### src/rtl/pipeline_ctrl_if.sv
// Hazard/scheduling bus between the pipeline datapath and pipeline_ctrl.
// The datapath side (master) reports register usage and MD activity; the
// controller side (slave) returns the PC/IF_ID/ID_EX controls and MD status.
interface pipeline_ctrl_if;
    logic [4:0]  id_rs;
    logic [4:0]  id_rt;
    logic        id_use_rs;
    logic        id_use_rt;
    logic        id_br_rs;
    logic        id_br_rt;
    logic        id_is_md;
    logic        ex_we;
    logic        ex_is_load;
    logic [4:0]  ex_wreg;
    logic        mem_is_load;
    logic [4:0]  mem_wreg;
    logic        md_start;
    logic        md_is_div;
    logic        pc_en;
    logic        if_id_en;
    logic        id_ex_clr;
    logic        md_busy;
    logic        md_done;
    logic        md_overlap_err;
    logic [31:0] stall_cycles;

    modport master (
        output id_rs, id_rt, id_use_rs, id_use_rt, id_br_rs, id_br_rt, id_is_md,
               ex_we, ex_is_load, ex_wreg, mem_is_load, mem_wreg, md_start, md_is_div,
        input  pc_en, if_id_en, id_ex_clr, md_busy, md_done, md_overlap_err, stall_cycles
    );

    modport slave (
        input  id_rs, id_rt, id_use_rs, id_use_rt, id_br_rs, id_br_rt, id_is_md,
               ex_we, ex_is_load, ex_wreg, mem_is_load, mem_wreg, md_start, md_is_div,
        output pc_en, if_id_en, id_ex_clr, md_busy, md_done, md_overlap_err, stall_cycles
    );
endinterface

### src/rtl/pipeline_ctrl.sv
// Hazard detection and multiply/divide scheduling for the five-stage pipeline.
// Stalls freeze PC and IF_ID and inject a bubble into ID_EX in the same cycle
// the hazard is seen; the MD unit is tracked with a down-counter.
module pipeline_ctrl #(
    parameter int unsigned MULT_CYCLES = 5,
    parameter int unsigned DIV_CYCLES  = 10,
    parameter int unsigned CNT_W       = 4
) (
    input  logic           clk,
    input  logic           reset,
    pipeline_ctrl_if.slave bus
);

    logic [CNT_W-1:0] cnt_q, cnt_d;
    logic             md_done_q, md_done_d;
    logic             md_err_q, md_err_d;
    logic [31:0]      stall_cycles_q, stall_cycles_d;

    logic rs_ex, rt_ex, rs_mem, rt_mem;
    logic load_use, br_ex, br_mem, md_haz, stall;
    logic md_busy;

    // Register $0 is hardwired to zero, so it never creates a dependency.
    function automatic logic reg_hit(input logic [4:0] src, input logic [4:0] dst);
        return (dst != 5'd0) && (src == dst);
    endfunction

    assign md_busy = (cnt_q != '0);

    // Hazard terms and the resulting pipeline controls.
    always_comb begin
        rs_ex    = reg_hit(bus.id_rs, bus.ex_wreg);
        rt_ex    = reg_hit(bus.id_rt, bus.ex_wreg);
        rs_mem   = reg_hit(bus.id_rs, bus.mem_wreg);
        rt_mem   = reg_hit(bus.id_rt, bus.mem_wreg);
        load_use = bus.ex_is_load &
                   ((rs_ex & (bus.id_use_rs | bus.id_br_rs)) |
                    (rt_ex & (bus.id_use_rt | bus.id_br_rt)));
        br_ex    = bus.ex_we & ((rs_ex & bus.id_br_rs) | (rt_ex & bus.id_br_rt));
        br_mem   = bus.mem_is_load & ((rs_mem & bus.id_br_rs) | (rt_mem & bus.id_br_rt));
        md_haz   = bus.id_is_md & (md_busy | bus.md_start);
        stall    = load_use | br_ex | br_mem | md_haz;

        bus.pc_en     = 1'b1;
        bus.if_id_en  = 1'b1;
        bus.id_ex_clr = 1'b0;
        if (reset && stall) begin
            bus.pc_en     = 1'b0;
            bus.if_id_en  = 1'b0;
            bus.id_ex_clr = 1'b1;
        end
    end

    // Next-state for the MD countdown, done pulse, overlap flag and stall counter.
    always_comb begin
        cnt_d          = cnt_q;
        md_done_d      = 1'b0;
        md_err_d       = md_err_q;
        stall_cycles_d = stall_cycles_q;

        if (cnt_q != '0) begin
            cnt_d     = cnt_q - 1'b1;
            md_done_d = (cnt_q == CNT_W'(1));
            if (bus.md_start) begin
                md_err_d = 1'b1;
            end
        end else if (bus.md_start) begin
            cnt_d = bus.md_is_div ? CNT_W'(DIV_CYCLES) : CNT_W'(MULT_CYCLES);
        end

        if (stall && (stall_cycles_q != '1)) begin
            stall_cycles_d = stall_cycles_q + 32'd1;
        end
    end

    // State registers, cleared asynchronously by the active-low reset.
    always_ff @(posedge clk or negedge reset) begin
        if (!reset) begin
            cnt_q          <= '0;
            md_done_q      <= 1'b0;
            md_err_q       <= 1'b0;
            stall_cycles_q <= '0;
        end else begin
            cnt_q          <= cnt_d;
            md_done_q      <= md_done_d;
            md_err_q       <= md_err_d;
            stall_cycles_q <= stall_cycles_d;
        end
    end

    assign bus.md_busy        = md_busy;
    assign bus.md_done        = md_done_q;
    assign bus.md_overlap_err = md_err_q;
    assign bus.stall_cycles   = stall_cycles_q;

endmodule

### src/flat_wrapper.sv
// flat-port wrapper written by rule: the top's interface ports become plain ports
module pipeline_ctrl_flat 
#(
    parameter int unsigned MULT_CYCLES = 5,
    parameter int unsigned DIV_CYCLES  = 10,
    parameter int unsigned CNT_W       = 4
)
  (clk, reset, bus_id_rs, bus_id_rt, bus_id_use_rs, bus_id_use_rt, bus_id_br_rs, bus_id_br_rt, bus_id_is_md, bus_ex_we, bus_ex_is_load, bus_ex_wreg, bus_mem_is_load, bus_mem_wreg, bus_md_start, bus_md_is_div, bus_pc_en, bus_if_id_en, bus_id_ex_clr, bus_md_busy, bus_md_done, bus_md_overlap_err, bus_stall_cycles);
  pipeline_ctrl_if bus_i ();
  input  logic clk;
  input  logic reset;
  input wire logic [$bits(bus_i.id_rs)-1:0] bus_id_rs;
  input wire logic [$bits(bus_i.id_rt)-1:0] bus_id_rt;
  input wire logic [$bits(bus_i.id_use_rs)-1:0] bus_id_use_rs;
  input wire logic [$bits(bus_i.id_use_rt)-1:0] bus_id_use_rt;
  input wire logic [$bits(bus_i.id_br_rs)-1:0] bus_id_br_rs;
  input wire logic [$bits(bus_i.id_br_rt)-1:0] bus_id_br_rt;
  input wire logic [$bits(bus_i.id_is_md)-1:0] bus_id_is_md;
  input wire logic [$bits(bus_i.ex_we)-1:0] bus_ex_we;
  input wire logic [$bits(bus_i.ex_is_load)-1:0] bus_ex_is_load;
  input wire logic [$bits(bus_i.ex_wreg)-1:0] bus_ex_wreg;
  input wire logic [$bits(bus_i.mem_is_load)-1:0] bus_mem_is_load;
  input wire logic [$bits(bus_i.mem_wreg)-1:0] bus_mem_wreg;
  input wire logic [$bits(bus_i.md_start)-1:0] bus_md_start;
  input wire logic [$bits(bus_i.md_is_div)-1:0] bus_md_is_div;
  output wire logic [$bits(bus_i.pc_en)-1:0] bus_pc_en;
  output wire logic [$bits(bus_i.if_id_en)-1:0] bus_if_id_en;
  output wire logic [$bits(bus_i.id_ex_clr)-1:0] bus_id_ex_clr;
  output wire logic [$bits(bus_i.md_busy)-1:0] bus_md_busy;
  output wire logic [$bits(bus_i.md_done)-1:0] bus_md_done;
  output wire logic [$bits(bus_i.md_overlap_err)-1:0] bus_md_overlap_err;
  output wire logic [$bits(bus_i.stall_cycles)-1:0] bus_stall_cycles;
  assign bus_i.id_rs = bus_id_rs;
  assign bus_i.id_rt = bus_id_rt;
  assign bus_i.id_use_rs = bus_id_use_rs;
  assign bus_i.id_use_rt = bus_id_use_rt;
  assign bus_i.id_br_rs = bus_id_br_rs;
  assign bus_i.id_br_rt = bus_id_br_rt;
  assign bus_i.id_is_md = bus_id_is_md;
  assign bus_i.ex_we = bus_ex_we;
  assign bus_i.ex_is_load = bus_ex_is_load;
  assign bus_i.ex_wreg = bus_ex_wreg;
  assign bus_i.mem_is_load = bus_mem_is_load;
  assign bus_i.mem_wreg = bus_mem_wreg;
  assign bus_i.md_start = bus_md_start;
  assign bus_i.md_is_div = bus_md_is_div;
  assign bus_pc_en = bus_i.pc_en;
  assign bus_if_id_en = bus_i.if_id_en;
  assign bus_id_ex_clr = bus_i.id_ex_clr;
  assign bus_md_busy = bus_i.md_busy;
  assign bus_md_done = bus_i.md_done;
  assign bus_md_overlap_err = bus_i.md_overlap_err;
  assign bus_stall_cycles = bus_i.stall_cycles;
  pipeline_ctrl #(.MULT_CYCLES(MULT_CYCLES), .DIV_CYCLES(DIV_CYCLES), .CNT_W(CNT_W)) u_core (.clk(clk), .reset(reset), .bus(bus_i));
endmodule
### config.mk
export PLATFORM = sky130hd
export DESIGN_NAME = pipeline_ctrl_flat
export DESIGN_NICKNAME = d
export VERILOG_FILES = /design/src/rtl/pipeline_ctrl_if.sv /design/src/rtl/pipeline_ctrl.sv /design/src/flat_wrapper.sv
export SDC_FILE = /design/constraint.sdc
export NUM_CORES = 1
export LEC_CHECK = 0
export CORE_MARGIN = 5
export CORE_UTILIZATION = 55
export DETAILED_ROUTE_END_ITERATION = 6
export DONT_BUFFER_PORTS = 1
export GPL_TIMING_DRIVEN = 0
export PLACE_DENSITY = 0.75
export RECOVER_POWER = 100
export SYNTH_ARGS = -nofsm -noshare
export SYNTH_HDL_FRONTEND = slang
export SYNTH_SLANG_ARGS = --single-unit
### constraint.sdc
create_clock -name clk -period 5.8 [get_ports clk]
set_input_delay 0.29 -clock clk [delete_from_list [all_inputs] [get_ports clk]]
set_output_delay 0.29 -clock clk [all_outputs]
set_load 0.02 [all_outputs]
==> results.py, run 1 <==
metrics = {
    "timing": {
        "finClkSkew_ns": 0.00963,
        "finalSetupViolCount": 0,
        "hold_viol": 0,
        "slew_violations": 39,
        "tightest_slew_ns": 1.97,
        "fmax_mhz": 326,
        "rsz0062_at_grt": "no",
        "min_period_ns": 3.07,
        "relSlewSlack": -0.312,
        "setup-tns-final_ns": 0,
        "period_share": 0.529,
    },
    "min_path": {
        "hold-path-endpoint": "u_core.bus.md_overlap_err",
        "worst_hold_startpoint": "bus_md_start",
        "hold_depth": 1,
        "min_path_type": "in2reg",
    },
    "power_and_ir_drop": {
        "netSwitchingFraction": 0.361,
        "power_leakage_nw": 0.958,
        "switching_power_mw": 0.264,
        "p_per_area_mw_per_mm2": 312,
        "seq_power_share": 0.538,
        "p_int_mw": 0.468,
        "combPwrFrac": 0.203,
        "ir_drop_uv": 181,
        "clkPwrFrac": 0.258,
    },
    "critical_path": {
        "reg2reg_from": "u_core.cnt_q[1]",
        "worstSetupPathType": "reg2out",
        "crit_path_end_kind": "primary output",
        "worst-r2r-cell-count": 8,
        "worstReg2RegEnd": "u_core.bus.stall_cycles[1]",
        "crit_fanout": 10,
        "ff2ff_setup_slack_ns": 3.28,
        "startpoint_type": "register",
        "required_ns": 5.51,
        "crit_arrival_ns": 2.78,
    },
    "clock_network": {
        "cts.sink_count": 38,
        "cts_tree": "yes",
        "clockRootBuffer": "clkbuf_8",
        "cts.path.max_buffers": 2,
        "post_cts_buffers": 0,
        "htree_num_levels": 2,
        "cts_buffers": 5,
        "cts.clk_slew.worst_paths_ns": 0.07,
        "clock_latency_ns": 0.29,
    },
    "placed_design": {
        "port_buffers": 0,
        "place_congestion": 0.814,
        "detailed_place_hpwl_um": 3580,
        "placed_area_mm2": 0.00226,
    },
    "logic_synthesis": {
        "synth_compound_area_frac": 0.0610,
        "async_flop_share": 1.00,
        "ys_seq_area_frac": 0.433,
        "yosysUniqueCellTypes": 44,
        "synth_top_area_frac": 0.433,
        "avgSynthCellArea_um2": 10.0,
        "synth-adder-area-share": 0.0171,
        "yosysMostFrequentCell": "dfrtp_1",
        "synth_top_family_by_area": "simple AND/OR/NAND/NOR gates",
        "synth_common_cells": "dfrtp_1, xnor2_1, xor2_1",
        "synth_mux_area_frac": 0.0114,
        "synthFlopType": "dfrtp_1",
        "synthXorXnorAreaFrac": 0.203,
        "synth_edf_count": 0,
        "syn-num-nets": 254,
        "yosys_warnings": 0,
        "synthSimpleGateAreaFrac": 0.247,
        "synth_cells": 219,
        "synthesis.area_mm2": 0.00220,
        "synth_top_area_cell": "dfrtp_1",
        "ys_seq_elements": 38,
        "synth_area_leaders": "dfrtp_1, xnor2_1, xor2_1",
    },
    "floorplanning": {
        "ioPinCount": 70,
        "die_area_mm2": 0.00536,
        "dieHeight_um": 73.2,
        "core_mm2": 0.00394,
        "rows": 23,
        "start_util": 0.557,
        "dieWidth_um": 73.2,
    },
    "final_layout": {
        "area_growth_pct": 6.89,
        "layout.nets": 263,
        "fill_cells": 345,
        "final_area_mm2": 0.00235,
        "drive_gt1_frac": 0.0524,
        "antenna_cells": 0,
        "utilization": 0.595,
    },
    "global_routing": {
        "antenna_found_initial": 0,
        "grt_overflow_total": 0,
        "grt_max_degree": 39,
        "grt_pass1_wl_um": 7850,
        "first_global_vias": 1596,
        "gr-usage-all-layers": 0.189,
    },
    "route": {
        "drt_iter0_markers": 122,
        "avgViaCountPerCell": 5.90,
        "wire_per_inst_um": 17.2,
        "ant_nets": 0,
        "vias": 1646,
        "wirelength_um": 4810,
        "drc": 0,
        "first_pass_iters": 4,
    },
    "flow_run": {
        "max_cap_violations": 1,
    },
    "run_status": {
        "run_status": "finished, violations left",
        "violations": "capacitance limit, slew limit",
    },
}
## cell families (layout without fill, tap and decap cells)
group | count (synthesis) | after routing
buffers and inverters | 11 | 21
xor gates and xnor gates | 51 | 51
AOI/OAI and AO/OA | 19 | 19
adders and majority gates | 3 | 3
DFF | 38 | 38
muxes | 2 | 2
and+or+nand+nor | 95 | 95
## worst max-delay path, stage by stage (launching register included)
cell      delay (ns)
dfrtp_1         0.40
inv_1           0.12
ha_1            0.29
nand2_1         0.27
o21ai_0         0.28
o221ai_1        0.26
clkbuf_1        0.31
nand2_1         0.29
clkbuf_1        0.27
## metrics by stage
step | power, mW | hold WS (ns) | instances | worst slack, ns
after floorplan | 0.513 | -0.00559 | 219 | 3.54
after CTS | 0.753 | 0.114 | 279 | 2.91
after detailed placement | 0.552 | -0.00470 | 269 | 3.25
after global routing | 0.781 | 0.108 | 279 | 2.49
final | 0.732 | 0.128 | 279 | 2.73
after global placement | 0.542 | -0.00470 | 269 | 3.28
## sequential cells by signal, indices dropped and copies added, names as in the netlist
name,count
u_core.bus.md_done,1
u_core.cnt_q,4
u_core.bus.md_overlap_err,1
u_core.bus.stall_cycles,32
## area by class of cell
class / count / area, um2 / area share
buffer: 6 / 30.0 / 0.0128
clock buffer: 6 / 82.6 / 0.0352
clock inverter: 2 / 12.5 / 0.00533
inverter: 5 / 18.8 / 0.00800
multi-input combinational: 170 / 1180 / 0.501
sequential: 38 / 951 / 0.405
tap: 50 / 62.6 / 0.0267
timing repair buffer: 2 / 13.8 / 0.00586
## cell usage in the layout, fill, tap and decap left out, drive strengths merged, types with 6 or more instances in the layout
cell type	count
nor2	8
clkbuf	12
nand2	20
nand4	14
nor4	6
dfrtp	38
nand3	13
xnor2	31
and3	10
xor2	20
## power by group through the flow
stage | sequential (mW) | clock, mW | combinational [mW]
final | 0.394 | 0.189 | 0.149
after CTS | 0.395 | 0.196 | 0.161
after global routing | 0.402 | 0.207 | 0.171
after global placement | 0.397 | 0 | 0.145
after floorplan | 0.385 | 0 | 0.128
after detailed placement | 0.400 | 0 | 0.152
## metal layers
layer,track usage,up-vias,share of wire
li1,-,798,-
met4,0.0553,0,0.014
met2,0.291,61,0.48
met3,0.0771,9,0.099
met1,0.243,778,0.41
met5,0,-,0
## what timing repair did
item / CTS / global route
hold endpoints to repair: 38 / 0
hold buffers: 2 / 0
gates resized for setup: 0 / 0
## worst max-delay path by stage
stage | from | to | slack [ns] | cells past startpoint
after floorplan | u_core.bus.stall_cycles[0] | u_core.bus.stall_cycles[1] | 3.54 | 7
after global placement | u_core.cnt_q[0] | bus_pc_en | 3.28 | 8
after detailed placement | u_core.cnt_q[0] | bus_pc_en | 3.25 | 8
after CTS | u_core.cnt_q[1] | bus_pc_en | 2.91 | 8
after global routing | u_core.cnt_q[1] | bus_pc_en | 2.49 | 8
final | u_core.cnt_q[1] | bus_pc_en | 2.73 | 8
No activity file was read; power rests on OpenSTA's default activity.
==> run 2, diff against run 1 <==
--- a/config.mk
+++ b/config.mk
@@ -5,12 +5,13 @@
 export SDC_FILE = /design/constraint.sdc
 export NUM_CORES = 1
 export LEC_CHECK = 0
+export ABC_AREA = 1
 export CORE_MARGIN = 5
 export CORE_UTILIZATION = 55
 export DETAILED_ROUTE_END_ITERATION = 6
 export DONT_BUFFER_PORTS = 1
 export GPL_TIMING_DRIVEN = 0
-export PLACE_DENSITY = 0.75
+export PLACE_DENSITY = 0.78
 export RECOVER_POWER = 100
 export SYNTH_ARGS = -nofsm -noshare
 export SYNTH_HDL_FRONTEND = slang
==> constraint.sdc (replaced) <==
create_clock -name clk -period 2.58 [get_ports clk]
set_input_delay 0.129 -clock clk [delete_from_list [all_inputs] [get_ports clk]]
set_output_delay 0.129 -clock clk [all_outputs]
set_load 0.02 [all_outputs]
==> run 2 against run 1 <==
The run still ends with capacitance limit, slew limit left. Sequential power grew 110%. Total power grew 130%. Global-route usage grew 3.5 points. Clock skew shrank 0.0035 ns. Critical path type unchanged. Critical endpoint unchanged. Largest cell class unchanged.
==> results.py, run 2 <==
metrics = {
    "logic_synthesis": {
        "synthesis.area_mm2": 0.00292,
        "synthFlopType": "dfrtp_1",
        "syn-num-nets": 473,
        "ys_seq_elements": 38,
        "avgSynthCellArea_um2": 6.66,
        "synth_cells": 438,
        "async_flop_share": 1.00,
        "synth_common_cells": "nand2_1, nand3_1, inv_1",
        "yosysUniqueCellTypes": 31,
        "synth_top_area_cell": "dfrtp_1",
        "synth_edf_count": 0,
        "yosysMostFrequentCell": "nand2_1",
        "yosys_warnings": 0,
        "synth_area_leaders": "dfrtp_1, nand2_1, nand3_1",
        "ys_seq_area_frac": 0.326,
        "synth_top_area_frac": 0.326,
    },
    "route": {
        "drc": 0,
        "drt_iter0_markers": 78,
        "vias": 2712,
        "ant_nets": 0,
        "first_pass_iters": 5,
        "wirelength_um": 7520,
        "wire_per_inst_um": 14.5,
        "avgViaCountPerCell": 5.25,
    },
    "final_layout": {
        "layout_common_cells": "nand2_1, inv_1, nand3_1",
        "multi_input_area_mm2": 0.00169,
        "layout_commonest_cell": "nand2_1",
        "ff_latch_area_um2": 951,
        "layout.nets": 482,
        "area_growth_pct": 6.61,
        "antenna_cells": 0,
        "fill_cells": 553,
        "drive_gt1_frac": 0.0872,
        "largest_reg_flops": 32,
    },
    "floorplanning": {
        "ioPinCount": 70,
        "dieWidth_um": 82.8,
        "die_area_mm2": 0.00686,
        "core_mm2": 0.00514,
        "start_util": 0.567,
        "rows": 26,
        "dieHeight_um": 82.8,
    },
    "power_and_ir_drop": {
        "netSwitchingFraction": 0.383,
        "power_leakage_nw": 1.66,
        "p_int_mw": 1.04,
        "combPwrFrac": 0.272,
        "switching_power_mw": 0.642,
        "ir_drop_uv": 426,
        "p_per_area_mw_per_mm2": 540,
        "seq_power_share": 0.491,
        "clkPwrFrac": 0.237,
    },
    "timing": {
        "hold_viol": 0,
        "min_period_ns": 2.40,
        "finClkSkew_ns": 0.00616,
        "fmax_mhz": 417,
        "holdWs_ns": 0.00534,
        "setup-tns-final_ns": 0,
        "setup_ws_ns": 0.183,
        "finalSetupViolCount": 0,
        "slew_violations": 39,
        "rsz0062_at_grt": "no",
        "tightest_slew_ns": 1.81,
        "relSlewSlack": -0.208,
        "period_share": 0.929,
    },
    "critical_path": {
        "required_ns": 2.45,
        "startpoint_type": "register",
        "crit_path_end_kind": "primary output",
        "crit_fanout": 10,
        "crit_arrival_ns": 2.27,
        "worstSetupPathType": "reg2out",
        "cp_cell_sequence": "inv_1 > ha_1 > nand2_1 > nor2_4 > nand2_1 > nand2_1 > a21boi_1 > nand3_2 > buf_4 > nand2_4 > buf_4",
        "critPathSlowestCell": "dfrtp_1",
        "slowest_delay_ns": 0.42,
        "crit_top_cell": "nand2_1",
        "ff2ff_setup_slack_ns": 0.22,
    },
    "clock_network": {
        "cts.path.max_buffers": 2,
        "clockRootBuffer": "clkbuf_8",
        "cts_tree": "yes",
        "post_cts_buffers": 0,
        "cts.clk_slew.worst_paths_ns": 0.08,
        "htree_num_levels": 2,
        "cts.sink_count": 38,
        "cts_buffers": 5,
        "clock_latency_ns": 0.29,
    },
    "placed_design": {
        "pre_cts_ws_ns": 0.295,
        "detailed_place_hpwl_um": 5870,
        "place_congestion": 0.934,
        "port_buffers": 0,
    },
    "global_routing": {
        "gr-usage-all-layers": 0.224,
        "antenna_found_initial": 0,
        "grt_overflow_total": 0,
        "grt_pass1_wl_um": 12800,
        "first_global_vias": 2622,
        "grt_max_degree": 39,
    },
    "min_path": {
        "min_path_type": "in2reg",
    },
    "flow_run": {
        "max_cap_violations": 1,
    },
    "run_status": {
        "run_status": "finished, violations left",
        "violations": "capacitance limit, slew limit",
    },
}
## run 2: path summary, 6_finish.rpt
path	startpoint	end	cells past startpoint
min in group asynchronous	reset	u_core.bus.md_overlap_err	2
min	bus_md_start	u_core.bus.md_overlap_err	2
max reg2reg	u_core.bus.stall_cycles[0]	u_core.bus.stall_cycles[8]	11
max in group asynchronous	reset	u_core.bus.stall_cycles[15]	2
max	u_core.cnt_q[0]	bus_pc_en	11
min reg2reg	u_core.cnt_q[2]	u_core.bus.md_done	1
## run 2: layer usage
layer	GRT usage	vias to the layer above	wire, um
li1	-	1377	-
met1	0.304	1243	3370
met2	0.372	78	3590
met3	0.0465	14	416
met5	0	-	0
met4	0.0446	0	146
## run 2: metrics by stage
| stage | power, mW | utilization | cell area [um2] | cells |
|---|---|---|---|---|
| 6_report | 1.68 | 0.605 | 3110 | 517 |
| 5_1_grt | 1.80 | 0.605 | 3110 | 517 |
| 4_1_cts | 1.69 | 0.606 | 3120 | 517 |
| 3_5_place_dp | 1.27 | 0.584 | 3000 | 508 |
| 3_3_place_gp | 1.24 | 0.584 | 3000 | 508 |
| 2_1_floorplan | 1.17 | - | 2920 | 438 |
## run 2: worst max-delay path, delay by kind of cell (launching register included)
kind	cells	cell delay, ns
buffers and inverters	3	0.45
flip-flops	1	0.42
AND/OR/NAND/NOR	6	0.69
adder cells (fa/ha/maj)	1	0.20
AO/OA/AOI/OAI	1	0.22
## run 2: power by group through the flow
| stage | logic [mW] | registers (mW) | clock network, mW |
|---|---|---|---|
| after global placement | 0.410 | 0.830 | 0 |
| after floorplan | 0.356 | 0.811 | 0 |
| after global routing | 0.526 | 0.843 | 0.428 |
| final | 0.457 | 0.823 | 0.398 |
| after CTS | 0.460 | 0.824 | 0.405 |
| after detailed placement | 0.437 | 0.836 | 0 |
## run 2: layout make-up
cell class              count  share of cell area
inverters                  51              0.0616
repair buffers              2             0.00644
well taps                  70              0.0282
multi-input cells         339               0.543
flip-flops and latches     38               0.306
clock inverters             1             0.00242
plain buffers              10              0.0290
clock buffers               6              0.0233
## run 2: logic make-up (layout without fill, tap and decap cells)
family / after synthesis / in the layout / synth area share
AND/OR/NAND/NOR: 295 / 295 / 0.452
buffers and inverters: 61 / 70 / 0.0966
XOR/XNOR: 31 / 31 / 0.0931
adder cells (fa/ha/maj): 3 / 3 / 0.0129
AO/OA/AOI/OAI: 10 / 10 / 0.0193
flip-flops: 38 / 38 / 0.326
## run 2: repair_timing
action,4_1_cts,5_1_grt
endpoints found under the setup margin,2,2
gates resized for setup,1,3
cloned,0,0
hold buffers,2,0
endpoints found under the hold margin,38,0
